<file path="config.mk">
export PLATFORM = sky130hd
export DESIGN_NAME = xsim_msg_serializer
export DESIGN_NICKNAME = d
export VERILOG_FILES = /design/src/rtl/xsim_pkg.sv /design/src/rtl/xsim_msg_fifo.sv /design/src/rtl/xsim_msg_serializer.sv
export SDC_FILE = /design/constraint.sdc
export NUM_CORES = 2
export LEC_CHECK = 0
export BUFFER_PORTS_ARGS = -buffer_cell sky130_fd_sc_hd__buf_2
export CORE_AREA = 5 5 391 489
export CTS_CLUSTER_DIAMETER = 100
export DETAILED_ROUTE_END_ITERATION = 10
export DIE_AREA = 0 0 396 494
export GPL_ROUTABILITY_DRIVEN = 0
export PLACE_DENSITY = 0.61
export SETUP_SLACK_MARGIN = 0.3
export SYNTH_ARGS = -nofsm -noshare
export SYNTH_HDL_FRONTEND = slang
export SYNTH_SLANG_ARGS = --single-unit
</file>
<file path="constraint.sdc">
create_clock -name CLK -period 51.6 [get_ports CLK]
set_input_delay 0 -clock CLK [delete_from_list [all_inputs] [get_ports CLK]]
set_output_delay 0 -clock CLK [all_outputs]
set_load 0.03 [all_outputs]
</file>
<file path="src/rtl/xsim_pkg.sv">
// Shared types and helpers for the simulator message-source serializer.
// Holds the header field widths, the header packing function and the FSM state type.
package xsim_pkg;

    localparam int METHOD_W    = 16;
    localparam int LEN_FIELD_W = 16;

    typedef enum logic {
        IDLE,
        PAYLOAD
    } ser_state_t;

    // The low header field carries the total beat count, header included.
    function automatic logic [31:0] make_header(input logic [METHOD_W-1:0]    method,
                                                input logic [LEN_FIELD_W-1:0] len);
        return {method, len + LEN_FIELD_W'(1)};
    endfunction

endpackage

</file>
<file path="src/rtl/xsim_msg_fifo.sv">
// Small message FIFO holding packed {method, len, data} entries.
// Pointers carry one extra bit so full and empty can be told apart.
module xsim_msg_fifo #(
    parameter int WIDTH = 32,
    parameter int DEPTH = 2
) (
    input  logic             CLK,
    input  logic             RST,
    input  logic             push,
    input  logic             pop,
    input  logic [WIDTH-1:0] din,
    output logic [WIDTH-1:0] dout,
    output logic             full,
    output logic             empty
);

    localparam int AW = (DEPTH > 1) ? $clog2(DEPTH) : 1;

    logic [WIDTH-1:0] mem [DEPTH];
    logic [AW:0]      wr_ptr;
    logic [AW:0]      rd_ptr;
    logic             do_push;
    logic             do_pop;

    // A full FIFO refuses a push even when a pop happens in the same cycle.
    assign do_push = push && !full;
    assign do_pop  = pop && !empty;

    assign empty = (wr_ptr == rd_ptr);
    assign full  = (wr_ptr[AW] != rd_ptr[AW]) && (wr_ptr[AW-1:0] == rd_ptr[AW-1:0]);
    assign dout  = mem[rd_ptr[AW-1:0]];

    always_ff @(posedge CLK or negedge RST) begin
        if (!RST) begin
            wr_ptr <= '0;
            rd_ptr <= '0;
        end else begin
            if (do_push) wr_ptr <= wr_ptr + 1'b1;
            if (do_pop)  rd_ptr <= rd_ptr + 1'b1;
        end
    end

    always_ff @(posedge CLK) begin
        if (do_push) mem[wr_ptr[AW-1:0]] <= din;
    end

endmodule

</file>
<file path="src/rtl/xsim_msg_serializer.sv">
// Buffers whole portal messages and streams each as a header beat followed by
// its payload words, gaplessly, into a sink that has no backpressure.
module xsim_msg_serializer
    import xsim_pkg::*;
#(
    parameter  int MAX_WORDS = 16,
    parameter  int DEPTH     = 2,
    parameter  int PORTAL_ID = 0,
    localparam int LENW      = $clog2(MAX_WORDS + 1)
) (
    input  logic                      CLK,
    input  logic                      RST,
    input  logic                      msg_valid,
    output logic                      msg_ready,
    input  logic [METHOD_W-1:0]       msg_method,
    input  logic [LENW-1:0]           msg_len,
    input  logic [MAX_WORDS*32-1:0]   msg_data,
    output logic [31:0]               portal,
    output logic                      en_beat,
    output logic [31:0]               beat,
    output logic                      busy,
    output logic                      len_err,
    output logic [31:0]               beat_count
);

    localparam int DATA_W  = MAX_WORDS * 32;
    localparam int ENTRY_W = METHOD_W + LENW + DATA_W;

    ser_state_t            state;
    ser_state_t            next_state;
    logic [DATA_W-1:0]     shift_reg;
    logic [LENW-1:0]       remaining;

    logic                  accept;
    logic                  len_bad;
    logic                  fifo_push;
    logic                  fifo_pop;
    logic                  fifo_full;
    logic                  fifo_empty;
    logic [ENTRY_W-1:0]    fifo_din;
    logic [ENTRY_W-1:0]    fifo_dout;

    logic [METHOD_W-1:0]   head_method;
    logic [LENW-1:0]       head_len;
    logic [DATA_W-1:0]     head_data;

    logic                  load;
    logic                  shift;
    logic                  next_en;
    logic [31:0]           next_beat;

    assign portal    = 32'(PORTAL_ID);
    assign msg_ready = !fifo_full;
    assign accept    = msg_valid && msg_ready;
    assign len_bad   = (msg_len > LENW'(MAX_WORDS));
    assign fifo_push = accept && !len_bad;
    assign fifo_din  = {msg_method, msg_len, msg_data};

    assign head_method = fifo_dout[ENTRY_W-1 -: METHOD_W];
    assign head_len    = fifo_dout[DATA_W +: LENW];
    assign head_data   = fifo_dout[DATA_W-1:0];

    assign busy = (state != IDLE) || !fifo_empty;

    xsim_msg_fifo #(
        .WIDTH (ENTRY_W),
        .DEPTH (DEPTH)
    ) u_fifo (
        .CLK   (CLK),
        .RST   (RST),
        .push  (fifo_push),
        .pop   (fifo_pop),
        .din   (fifo_din),
        .dout  (fifo_dout),
        .full  (fifo_full),
        .empty (fifo_empty)
    );

    // After the last payload word the FSM returns to IDLE, where a waiting entry
    // is popped and its header registered on the very next edge: no bubble.
    always_comb begin
        next_state = state;
        fifo_pop   = 1'b0;
        load       = 1'b0;
        shift      = 1'b0;
        next_en    = 1'b0;
        next_beat  = '0;
        case (state)
            IDLE: begin
                if (!fifo_empty) begin
                    fifo_pop  = 1'b1;
                    load      = 1'b1;
                    next_en   = 1'b1;
                    next_beat = make_header(head_method, LEN_FIELD_W'(head_len));
                    if (head_len != '0) next_state = PAYLOAD;
                end
            end
            PAYLOAD: begin
                shift     = 1'b1;
                next_en   = 1'b1;
                next_beat = shift_reg[31:0];
                if (remaining == LENW'(1)) next_state = IDLE;
            end
            default: next_state = IDLE;
        endcase
    end

    always_ff @(posedge CLK or negedge RST) begin
        if (!RST) begin
            state      <= IDLE;
            shift_reg  <= '0;
            remaining  <= '0;
            en_beat    <= 1'b0;
            beat       <= '0;
            beat_count <= '0;
            len_err    <= 1'b0;
        end else begin
            state   <= next_state;
            en_beat <= next_en;
            beat    <= next_beat;
            if (next_en) beat_count <= beat_count + 32'd1;
            if (accept && len_bad) len_err <= 1'b1;
            if (load) begin
                shift_reg <= head_data;
                remaining <= head_len;
            end else if (shift) begin
                shift_reg <= shift_reg >> 32;
                remaining <= remaining - LENW'(1);
            end
        end
    end

endmodule

</file>
Word level (Yosys, flattened, before mapping). Memory sizes are Yosys's and may differ from the RTL's. Index checks and enable logic that the tools add are counted.

Register bits: 588. Bits in writable memories: 1066. Bits of input ports: 536. Output and inout port bits: 100. Word-level logic and storage cells: 49. Memories: 1.

Memory list: u_fifo.mem (depth 2, width 533, rd ports 1, clocked after memory_dff 0, wr ports 1, RTL line xsim_msg_fifo.sv:19) `logic [WIDTH-1:0] mem [DEPTH];`.

Add/subtract/negate cells: 5. $lt $le $gt $ge: 1. Equal/unequal tests: 4. Muxes and demuxes: 16. Bitwise gates (word level): 1. Reduce and logical (&&, ||, !) cells: 12.

Operator list (count): 512-bit 2-to-1 mux (2); 32-bit one-hot mux with 2 select lines (1); 32-bit by 1-bit adder with 32-bit output, second input constant (1); 32-bit 2-to-1 mux (1); 5-bit 2-to-1 mux (2); 1-bit 2-to-1 mux (8); 5-bit by 1-bit adder with 6-bit output, second input constant (1); 1-bit logical AND (6); 5-bit by 1-bit equality test with 1-bit output, second input constant (1); 5-bit greater-than comparator, second input constant (1); 5-bit nonzero test (1); 5-bit by 1-bit subtractor with 5-bit output, second input constant (1); 2-bit by 1-bit adder with 2-bit output, second input constant (2); 1-bit one-hot mux with 2 select lines (2); 1-bit logical NOT (3); 2-bit equality test (1); 2-bit nonzero test (1); 1-bit equality test (1); 1-bit logical OR (1); 1-bit != test (1); 1-bit NOT (1).

Depth between registers and ports, before layout.
Word-level depth: 8. Mapped depth: 7. Mapped depth without buffers: 6.

Modules after synthesis. A second synthesis with hierarchy kept.

Cells, all modules: 4166. Area, all modules: 67669.9 µm².

Modules (own cells, without submodules): xsim_msg_fifo (times used 1, cells an instance 1686, area each 41264.6 µm², sequential area each 32110.8 µm²); xsim_msg_serializer (times used 1, cells an instance 2480, area each 26405.3 µm², sequential area each 14614.0 µm²).

Least setup slack after synthesis. OpenSTA, ideal clock, no wires.

Path type: register to register. From: register u_fifo.rd_ptr[0]. To: memory u_fifo.mem[0][0] in the netlist's numbering, enable pin. Library setup time: 1.445 ns. Data arrival time: 23.391 ns. Data required time: 50.155 ns. Setup slack: 26.764 ns. Stages on the path, launching flop included: 6. Path buffers: 1. Clock period less this slack: 24.836 ns. Cells stage by stage: dfrtp_1 -> buf_4 -> xor2_2 -> nand2b_1 -> nand3_1 -> nor2_1.

Cells in the longest elaborated chain, start to end: 8.

RTL lines: start: declaration (RTL line xsim_msg_fifo.sv:21) `logic [AW:0] rd_ptr;`; start signal: assignment (RTL line xsim_msg_fifo.sv:39) `if (do_pop) rd_ptr <= rd_ptr + 1'b1;`; 1-bit equality test * (RTL line xsim_msg_fifo.sv:30) `assign full = (wr_ptr[AW] != rd_ptr[AW]) && (wr_ptr[AW-1:0] == rd_ptr[AW-1:0]);`; 1-bit logical AND * (RTL line xsim_msg_fifo.sv:30); 1-bit logical NOT * (RTL line xsim_msg_serializer.sv:53) `assign msg_ready = !fifo_full;`; net msg_ready (RTL line xsim_msg_serializer.sv:14) `output logic msg_ready,`; 1-bit logical AND (RTL line xsim_msg_serializer.sv:54) `assign accept = msg_valid && msg_ready;`; 1-bit logical AND (RTL line xsim_msg_serializer.sv:56) `assign fifo_push = accept && !len_bad;`; 1-bit logical AND * (RTL line xsim_msg_fifo.sv:26) `assign do_push = push && !full;`; 1-bit 2-to-1 mux * (RTL line xsim_msg_fifo.sv:44) `if (do_push) mem[wr_ptr[AW-1:0]] <= din;`; 1-bit 2-to-1 mux (implied by the code) * (RTL line xsim_msg_fifo.sv:44); end: declaration (RTL line xsim_msg_fifo.sv:19).

Mark *: on every way through the listed nets, which the timed path passes. The rest lies on a longest branch.

Worst setup path after layout.
From: register u_fifo.rd_ptr[0]. To: memory u_fifo.mem[0][276] in the netlist's numbering, enable pin.

Cells in the longest elaborated chain, start to end: 8.

RTL lines (RTL line): 1-bit equality test * (xsim_msg_fifo.sv:30); 1-bit logical AND * (xsim_msg_fifo.sv:30); 1-bit logical NOT * (xsim_msg_fifo.sv:26, xsim_msg_serializer.sv:53); 1-bit logical AND (xsim_msg_serializer.sv:54); 1-bit logical AND (xsim_msg_serializer.sv:56); 1-bit logical AND * (xsim_msg_fifo.sv:26); 1-bit 2-to-1 mux * (xsim_msg_fifo.sv:44); 1-bit 2-to-1 mux (implied by the code) * (xsim_msg_fifo.sv:44).

Every way passes the cells marked *; elsewhere a longest branch is shown, timed or not.

==> results.py <==
metrics = {
    "synthesis": {
        "synth_seq_cells": 1654,
        "synthArstFlopShare_pct": 35.6,
        "ys_types": 45,
        "synth_edf_count": 1066,
        "syn_area_um2": 61000,
        "ys.flop_type": "edfxtp_1",
        "ys_warn_count": 0,
        "avgSynthCellArea_um2": 16.5,
        "syn_inst": 3696,
        "yosysSeqAreaShare_pct": 76.6,
    },
    "clocking": {
        "cts_tree": "done",
        "clk_pin_slew_ns": 0.06,
        "cts_setup_buffers": 0,
        "root_buffer": "clkbuf_16",
        "htreeDepth": 4,
        "cts_max_path_buffers": 3,
        "clock_latency_ns": 0.81,
        "cts.sink_count": 1654,
        "cts_inserted_buffers": 165,
    },
    "drt": {
        "drt_iter0_drc": 2682,
        "wl_per_cell_um": 22.0,
        "routed_wirelength_mm": 175,
        "ant_nets": 0,
        "drc_errors": 0,
        "num_vias": 39300,
        "viasPerCell": 4.95,
        "drt-pass1-iter-count": 5,
    },
    "power": {
        "vdd_ir_drop_max_v": 0.0000330,
        "p_per_area_nw_per_um2": 50.2,
        "p_leak_nw": 32.4,
    },
    "die": {
        "rows": 177,
        "core_area_um2": 186000,
        "floorplan.die_area_um2": 196000,
        "die_y_um": 494,
        "die_w_um": 396,
        "ios": 636,
        "start_util_pct": 32.8,
    },
    "worst_setup_path": {
        "crit_fanout": 69,
        "required_ns": 52.00,
        "path_class": "reg2reg",
        "cp_slowest_stage_delay_ns": 0.93,
        "cp_cell_sequence": "xor2_2, nand2b_1, nand3_1, nor2_4, buf_4, buf_4, buf_4, buf_4, buf_4",
        "critical_path_arrival_ns": 7.82,
        "startpoint_type": "register",
        "critPathCaptureType": "register",
        "cp_common_cell": "buf_4",
        "slowest_stage": "dfrtp_4",
    },
    "finish": {
        "register_area_um2": 46700,
        "area_growth_pct": 35.4,
        "multi_input_area_um2": 13100,
        "mostFrequentLayoutCell": "edfxtp_1",
        "fillCellCount": 16000,
        "drive_gt1_share_pct": 16.7,
        "largest_reg_flops": 1066,
        "final_cell_mix": "edfxtp_1 (1066), dlygate4sd3_1 (1064), buf_2 (602), dfrtp_1 (586)",
        "layout.nets": 5881,
    },
    "sta": {
        "setup_viol_count_final": 0,
        "timing.final.crit_period_ns": 7.42,
        "period_share_pct": 14.4,
        "fin_worst_skew_ns": 0.0393,
        "setup_tns_ns": 0,
        "fmax_mhz": 135,
        "hold_viol": 0,
        "relSlewSlack_pct": 19.7,
        "drv_slew": 0,
        "rsz0062_at_grt": "false",
        "tightestPinTransition_ns": 1.20,
        "layout_setup_ws_ns": 44.18,
    },
    "run": {
        "cap_violations": 0,
    },
    "global_route": {
        "gr-total-overflow": 0,
        "grt_pass1_vias": 40600,
        "grt.total_usage_pct": 17.3,
        "antenna_found_initial": 61,
        "grt_max_degree": 159,
        "grt_pass1_wl_mm": 260,
    },
    "worst_hold_path": {
        "hold_class": "in2reg",
    },
    "place": {
        "dp_hpwl_mm": 105,
        "pre_cts_slack_ns": 44.18,
        "portBuffers": 603,
    },
    "run_status": {
        "status": "completed",
    },
}
## worst paths after layout
path / slack (ns) / endpoint / cells past startpoint / from
worst max-delay path: 44.18 / u_fifo.mem[0][276] / 9 / u_fifo.rd_ptr[0]
worst min-delay path: 0.09 / u_fifo.mem[1][485] / 2 / msg_data[485]
worst max register to register: 44.18 / u_fifo.mem[0][276] / 9 / u_fifo.rd_ptr[0]
worst min register to register: 0.47 / beat_count[31] / 1 / beat_count[31]
max in group asynchronous: 48.52 / shift_reg[179] / 6 / RST
min in group asynchronous: 0.39 / beat_count[21] / 4 / RST
## metrics by stage
step                hold WS, ns  cells  util [%]  instance area, um^2  total power, mW
floorplan                -0.296   3727         -                61100             2.66
global placement         0.0422   6524      35.7                66400             2.87
detailed placement       0.0520   6524      35.7                66400             2.90
CTS                     0.00541   7899      44.4                82500             4.17
global route             0.0332   7913      44.4                82600             4.34
finish                   0.0927   7938      44.5                82600             4.14
## cell usage after synthesis (3+ instances only)
cell type / number / area [um^2]
nand4_1: 11 / 68.8
nor4_2: 6 / 75.1
mux2i_1: 534 / 5350
nand3_1: 10 / 50.1
and4_1: 3 / 26.3
nor3_1: 6 / 30.0
ha_1: 5 / 62.6
o21ai_0: 534 / 2670
xnor2_1: 12 / 105
edfxtp_1: 1066 / 32000
nor2_1: 4 / 15.0
clkbuf_1: 135 / 507
nand2_1: 69 / 259
xor2_1: 27 / 236
buf_1: 4 / 15.0
nand2b_1: 3 / 18.8
and2_1: 13 / 81.3
nor4_1: 13 / 81.3
inv_1: 9 / 33.8
a22oi_1: 481 / 3610
buf_2: 94 / 470
buf_4: 39 / 293
and3_1: 5 / 31.3
dfrtp_1: 588 / 14700
## logic make-up (layout without fill, tap and decap cells)
group / Yosys count / after routing / share of synthesized area, %
adders and majority gates: 5 / 5 / 0.103
AOI/OAI and AO/OA: 1030 / 1030 / 10.5
muxes: 534 / 534 / 8.76
xor gates and xnor gates: 41 / 41 / 0.613
DFF: 1654 / 1654 / 76.6
and+or+nand+nor: 148 / 148 / 1.27
buffers and inverters: 283 / 2039 / 2.19
other: 1 / 71 / 0.00614
## layer usage
| metal | part of all wire, % | GRT usage (%) | up-vias | wire length (um) |
|---|---|---|---|---|
| li1 | - | - | 17600 | - |
| met1 | 44 | 23.8 | 20000 | 76600 |
| met2 | 47 | 27.4 | 1360 | 81500 |
| met3 | 6.7 | 3.96 | 269 | 11700 |
| met4 | 2.8 | 5.30 | 38 | 4830 |
| met5 | 0.14 | 0 | - | 239 |
## report_power, final
part / total (mW) / internal, mW / switching (mW)
sequential: 1.99 / 1.77 / 0.229
clock: 1.20 / 0.671 / 0.525
combinational: 0.952 / 0.388 / 0.565
## final cells by class
class	instances	area share, %
flip-flops and latches	1654	56.6
repair buffers	1719	17.1
multi-input cells	1790	15.9
clock buffers	231	5.51
well taps	2416	3.66
clock inverters	79	1.10
diodes	39	0.118
inverters	10	0.0545
## timing repair
item                                    CTS  global route
endpoints found under the hold margin  1179             0
gates resized for setup                   0             0
hold buffers                           1065             0
## worst max-delay path: cells and delay by family (launching register included)
kind          cells  cell delay (ns)
xor+xnor          1             0.44
buf+inv           5             4.02
flops             1             0.93
simple gates      3             1.25
Note: power is estimated with default switching activity, not from simulation.
